## config.mk

```make
export PLATFORM = sky130hd
export DESIGN_NAME = mem_port_arb
export DESIGN_NICKNAME = d
export VERILOG_FILES = /design/src/rtl/mem_port_arb.sv
export SDC_FILE = /design/constraint.sdc
export NUM_CORES = 1
export LEC_CHECK = 0
export BUFFER_PORTS_ARGS = -buffer_cell sky130_fd_sc_hd__buf_2
export CAP_MARGIN = 40
export CORE_UTILIZATION = 40
export DETAILED_ROUTE_END_ITERATION = 10
export PLACE_DENSITY = 0.69
export SYNTH_ARGS = -nofsm -noshare
export SYNTH_HDL_FRONTEND = slang
export SYNTH_SLANG_ARGS = --single-unit
```

## constraint.sdc

```tcl
create_clock -name clk -period 2.7 [get_ports clk]
set_clock_uncertainty 0.2 [all_clocks]
set_input_delay 0.405 -clock clk [delete_from_list [all_inputs] [get_ports clk]]
set_output_delay 0.405 -clock clk [all_outputs]
set_load 0.01 [all_outputs]
```

## src/rtl/mem_port_arb.sv

```systemverilog
// mem_port_arb: two-way arbiter (IFU fetch vs. LSU load/store) in front of a
// single-ported, fixed-latency memory. One transaction in flight at a time:
// IDLE -> ISSUE -> WAIT -> RESP -> IDLE. All outputs are registered.
//
// Optional build macro ARB_LSU_PRIO_EN: when defined, the LSU wins every tie
// (fixed priority); otherwise ties alternate round-robin on last_owner.
//
// Memory timing: mem_en is launched at edge T and the memory must present
// mem_rdata so that it is sampled at edge T+MEM_LAT. lat_cnt holds MEM_LAT-1
// during ISSUE and counts down, so with MEM_LAT = 1 the capture happens at the
// end of ISSUE and WAIT is skipped. rvalid lands in cycle T+1+MEM_LAT.
module mem_port_arb #(
  parameter int unsigned AW      = 16,
  parameter int unsigned DW      = 32,
  parameter int unsigned MEM_LAT = 2
) (
  input  logic          clk,
  input  logic          rst_f,
  input  logic          if_req,
  input  logic [AW-1:0] if_addr,
  output logic          if_gnt,
  output logic          if_rvalid,
  input  logic          lsu_req,
  input  logic          lsu_we,
  input  logic [AW-1:0] lsu_addr,
  input  logic [DW-1:0] lsu_wdata,
  output logic          lsu_gnt,
  output logic          lsu_rvalid,
  output logic [DW-1:0] rdata,
  output logic          mem_en,
  output logic          mem_we,
  output logic [AW-1:0] mem_addr,
  output logic [DW-1:0] mem_wdata,
  input  logic [DW-1:0] mem_rdata,
  output logic          busy
);

  typedef enum logic [1:0] {StIdle, StIssue, StWait, StResp} state_e;

  localparam logic [3:0] LatInit = 4'(MEM_LAT - 1);

  state_e     state_q;
  logic [3:0] lat_cnt_q;
  logic       owner_q;       // 1 = LSU owns the current transaction
  logic       last_owner_q;  // 1 = LSU completed the previous transaction
  logic       pick_lsu;

  // Winner selection, only acted on in IDLE
  always_comb begin
`ifdef ARB_LSU_PRIO_EN
    pick_lsu = lsu_req;
`else
    pick_lsu = lsu_req && (!if_req || !last_owner_q);
`endif
  end

  // Transaction FSM with registered outputs
  always_ff @(posedge clk or negedge rst_f) begin
    if (!rst_f) begin
      state_q      <= StIdle;
      lat_cnt_q    <= '0;
      owner_q      <= 1'b0;
      last_owner_q <= 1'b0;
      if_gnt       <= 1'b0;
      if_rvalid    <= 1'b0;
      lsu_gnt      <= 1'b0;
      lsu_rvalid   <= 1'b0;
      rdata        <= '0;
      mem_en       <= 1'b0;
      mem_we       <= 1'b0;
      mem_addr     <= '0;
      mem_wdata    <= '0;
      busy         <= 1'b0;
    end else begin
      // Pulses default low every cycle
      if_gnt     <= 1'b0;
      lsu_gnt    <= 1'b0;
      if_rvalid  <= 1'b0;
      lsu_rvalid <= 1'b0;
      mem_en     <= 1'b0;
      unique case (state_q)
        StIdle: begin
          if (if_req || lsu_req) begin
            owner_q   <= pick_lsu;
            // mem_we/addr/wdata double as the latched request and hold
            // through the transaction
            mem_we    <= pick_lsu & lsu_we;
            mem_addr  <= pick_lsu ? lsu_addr : if_addr;
            mem_wdata <= pick_lsu ? lsu_wdata : '0;
            mem_en    <= 1'b1;
            if_gnt    <= ~pick_lsu;
            lsu_gnt   <= pick_lsu;
            lat_cnt_q <= LatInit;
            busy      <= 1'b1;
            state_q   <= StIssue;
          end
        end
        StIssue, StWait: begin
          if (lat_cnt_q == 4'd0) begin
            // Writes leave rdata untouched; lsu_rvalid is then the ack
            if (!mem_we) begin
              rdata <= mem_rdata;
            end
            if_rvalid  <= ~owner_q;
            lsu_rvalid <= owner_q;
            state_q    <= StResp;
          end else begin
            lat_cnt_q <= lat_cnt_q - 4'd1;
            state_q   <= StWait;
          end
        end
        StResp: begin
          last_owner_q <= owner_q;
          busy         <= 1'b0;
          state_q      <= StIdle;
        end
        default: begin
          busy    <= 1'b0;
          state_q <= StIdle;
        end
      endcase
    end
  end

endmodule

```

# Word-level counts from Yosys, hierarchy flattened
# Cells that the tools add are included.
dict set report classes {
  add_sub_neg 1
  eq_ne 5
  muxes 20
  bitwise_logic 4
  reduce_logical 14
}
# cell n
set ops {}
lappend ops {{two-way mux 32 bit} 1}
lappend ops {{two-way mux 16 bit} 1}
lappend ops {{two-way mux 1 bit} 12}
lappend ops {{two-way mux 4 bit} 2}
lappend ops {{one-hot mux 4 bit (2 select lines)} 1}
lappend ops {{one-hot mux 2 bit (3 select lines)} 1}
lappend ops {{AND reduction 3 bit} 2}
lappend ops {{equality test 2 bit, second input constant} 2}
lappend ops {{zero test 4 bit} 1}
lappend ops {{inequality test 2 bit, second input constant} 2}
lappend ops {{AND reduction 2 bit} 2}
lappend ops {{nonzero test 2 bit} 2}
lappend ops {{subtractor 4 x 1 -> 4 bit, second input constant} 1}
lappend ops {{NOT 1 bit} 3}
lappend ops {{equality test 2 x 1 -> 1 bit, second input constant} 1}
lappend ops {{zero test 1 bit} 2}
lappend ops {{zero test 2 bit} 1}
lappend ops {{logical OR 1 bit} 2}
lappend ops {{two-way mux 2 bit} 1}
lappend ops {{one-hot mux 1 bit (2 select lines)} 1}
lappend ops {{OR reduction 2 bit} 1}
lappend ops {{AND 1 bit} 1}
lappend ops {{logical AND 1 bit} 1}
dict set report word_totals {
  register_bits 95
  inputBits 101
  output_inout_bits 87
  wordCells 58
}

# Logic depth before layout (Yosys ltp)
dict set report depth {
  ltp_word 6
  depth_mapped 8
  ltp_nobuf 6
}

# Worst setup path after synthesis
# OpenSTA, ideal clock, no wires.
dict set report synth_timing {
  path_kind {register -> register}
  from {reg state_q[0]}
  to {reg rdata[10]}
  setup_ns 0.125
  arrival_time_ns 1.628
  t_required_ns 2.375
  path_slack_ns 0.747
  stages_incl_launch_ff 9
  n_path_buf 3
  period_less_slack_ns 1.953
  cell_sequence {dfrtp_1 -> inv_1 -> ha_1 -> buf_4 -> nand4bb_2 -> buf_6 -> nor2_8 -> buf_12 -> mux2_4}
}
dict set report synth_via {
  elab_chain_len 3
  elab_cells_between_ends 4
  cone_classes {eq/ne (2); reduce/logical (2)}
}
# element line_no
set synth_rtl {}
lappend synth_rtl {{start: declaration} 42} ;# state_e state_q;
lappend synth_rtl {{start signal: assignment} 60} ;# state_q <= StIdle;
lappend synth_rtl {{start signal: assignment} 95} ;# state_q <= StIssue;
lappend synth_rtl {{start signal: assignment} 106} ;# state_q <= StResp;
lappend synth_rtl {{equality test 2 x 1 -> 1 bit / equality test 2 bit (equally long branches)} 81} ;# unique case (state_q)
lappend synth_rtl {{OR reduction 2 bit (*)} 81}
lappend synth_rtl {{AND reduction 3 bit (no line) (*)} --}
lappend synth_rtl {{end signal: assignment} 102} ;# rdata <= mem_rdata;
lappend synth_rtl {{end: declaration} 29} ;# output logic [DW-1:0] rdata,
# Every way passes the cells marked *; elsewhere a longest branch is shown, timed or not.
# A chain may end at the register's enable or synchronous reset.

# Final worst setup path
dict set report layout_timing {
  from {reg state_q[0]}
  to {reg rdata[30]}
}
# Same word-level chain as after synthesis.

==> impl_metrics.ini <==
[status]
status = completed

[sta]
setup_viol = 0
holdWs_ps = 58.2
min_period_ps = 2320
grt_setup_unrepaired = false
hold_violations = 0
worstMarginPinSlew_ps = 787
drv_slew = 0
fmax_ghz = 0.431
post-route-period-util_pct = 85.9
fin_setup_tns_ps = 0
maxSlewHeadroom_pct = 47.5
setup_slack_ps = 380

[power]
p_leak_uw = 0.00263
peakVddDrop_uv = 421
power.total_uw = 6180
power_density_mw_per_mm2 = 1220

[clock_tree]
post_cts_buffers = 0
insertion_delay_ps = 350
cts_tree = done
cts-htree-levels = 3
clockBufferDepth = 2
clk_pin_slew_ps = 100
clkSinkCount = 95
clock_tree.root_cell = clkbuf_8
numCtsBuffers = 9

[worst_setup_path]
worstPathCellList = inv_1 > ha_1 > nand4bb_2 > nor2_8 > buf_12 > mux2_2
start_kind = register
crit_start = state_q[0]
cpMaxStageDelayCell = ha_1
crit_path_end_kind = register
r2r_cells = 6
r2r-start = state_q[0]
critPathMaxFanout = 32
critical_path_class = register to register
arrival_ps = 2350
slowest_delay_ps = 470
cp_data_required_time_ps = 2730

[die]
row_count = 35
dieArea_mm2 = 0.00998
die_y_um = 99.9
dieWidth_um = 99.9
coreArea_mm2 = 0.00928
start_util_pct = 41.3
ios = 188

[detailed_routing]
drc = 0
drt_iter0_drc = 93
drtAntennaViolNets = 0
post_drt_wl_per_cell_um = 15.0
first_pass_iters = 4
vias = 2761
vias_per_cell = 4.79
finalWirelength_um = 8650

[finish]
areaGrowthSynthToFinish_pct = 32.1
fill_cells = 845
fin_util_pct = 54.6
multi_input_area_mm2 = 0.00132
fin_nets = 546
mostFrequentLayoutCell = buf_2
layout_common_cells = buf_2 (186), dfrtp_1 (95), a22o_1 (33), mux2_4 (30), a221o_1 (16)
final-seq-area_mm2 = 0.00238
drive_gt1_share_pct = 54.6

[global_route]
grt_usage_pct = 17.5
grt_first_pass_wirelength_um = 13600
grt_max_degree = 59
grt_overflow_total = 0
grt_pass1_vias = 2741
antenna_found_initial = 1

[synthesis]
synth_cell_types = 34
synth-seq-area-share_pct = 62.0
ys_ff_latch = 95
synth_area_mm2 = 0.00383
avgSynthCellArea_um2 = 15.0
syn_nets = 359
yosysWarnings = 0
syn-instance-count = 255

[hold_path]
hp-start = lsu_wdata[8]
hold_depth = 2
min_path_type = input pin to register

[placed_design]
portBuffers = 187
dpl_worst_slack_ps = 398
place_hpwl_um = 6230
gp_congestion = 0.760

[flow_run]
maxCapViolations = 0
[metrics by stage]
step | area (um^2) | instances
4_1_cts | 5060 | 576
5_1_grt | 5060 | 576
3_5_place_dp | 4880 | 559
2_1_floorplan | 3830 | 255
6_report | 5070 | 577
3_3_place_gp | 4880 | 559
[area by class of cell]
type	count	share of cell area [%]
sequential	95	46.9
multi-input combinational	136	26.0
timing repair buffer	193	20.0
tap	129	3.19
clock buffer	10	2.52
clock inverter	6	0.889
inverter	7	0.519
antenna	1	0.0494
[where the power goes]
| group | internal (uW) | switching (uW) | leakage [uW] |
|---|---|---|---|
| Clock | 338 | 492 | 0.0000789 |
| Sequential | 2120 | 388 | 0.00118 |
| Combinational | 1510 | 1330 | 0.00138 |
| Total | 3980 | 2210 | 0.00263 |
[synthesized netlist by cell type]
cell type	count	share of area, %
a22o_1	33	7.5
nor3b_1	1	0.20
mux2_4	30	12
buf_12	3	1.6
nand4_1	2	0.33
a221o_1	16	4.2
and2_0	12	2.0
o311ai_0	1	0.23
nand3_1	1	0.13
nor2_1	5	0.49
a21oi_2	2	0.46
o2bb2ai_1	1	0.23
and2_1	4	0.65
a21oi_1	1	0.13
or3b_1	1	0.23
dfrtp_1	95	62
a21o_1	1	0.20
clkbuf_1	3	0.29
nand2b_1	1	0.16
nand3b_1	1	0.20
buf_4	1	0.20
o21ai_1	1	0.13
inv_1	7	0.69
ha_1	3	0.98
nor2_8	1	0.52
buf_6	1	0.29
mux2_2	2	0.59
buf_2	9	1.2
nand4bb_2	1	0.42
o211ai_1	3	0.59
a21boi_1	2	0.39
o21ai_0	4	0.52
nor3_1	1	0.13
nand2_1	5	0.49
[routing by layer]
layer  GRT usage [%]  part of all wire, %  vias to the layer above  wire, um
met1            23.0                   44                     1296      3800
met3            5.71                  9.2                        7       795
met5               0                    0                        -         0
met2            27.4                   46                      143      3970
met4            5.88                  1.0                        0        87
li1                -                    -                     1315         -
[cells by family (layout without fill, tap and decap cells)]
group,count (synthesis),after routing,share of synthesized area (%)
AOI/OAI and AO/OA,65,65,14.6
and+or+nand+nor,36,36,5.91
adders and majority gates,3,3,0.979
buffers and inverters,24,216,4.21
DFF,95,95,62.0
other,0,1,0
muxes,32,32,12.3
[state kept, by name, indices dropped and copies added (netlist names)]
register	cells
busy	1
if_gnt	1
if_rvalid	1
last_owner_q	1
lat_cnt_q	4
lsu_gnt	1
lsu_rvalid	1
mem_addr	16
mem_en	1
mem_wdata	32
mem_we	1
owner_q	1
rdata	32
state_q	2
[worst max-delay path, delay by kind of cell, from the launching register on]
family | cells | cell delay [ps]
AND/OR/NAND/NOR | 2 | 480
flip-flops | 1 | 360
multiplexers | 1 | 360
buffers and inverters | 2 | 310
adder cells (fa/ha/maj) | 1 | 470
[final timing paths]
path	to	slack, ps
worst max-delay path	rdata[30]	380
worst min-delay path	mem_wdata[8]	60
worst max register to register	rdata[30]	380
worst min register to register	mem_wdata[17]	310
max in group asynchronous	mem_wdata[25]	1270
min in group asynchronous	rdata[25]	360
[what timing repair did]
item / in CTS / in global routing
hold buffers: 1 / 0
resized for setup: 0 / 0
endpoints found under the hold margin: 37 / 0
No activity file was read; power rests on OpenSTA's default activity.
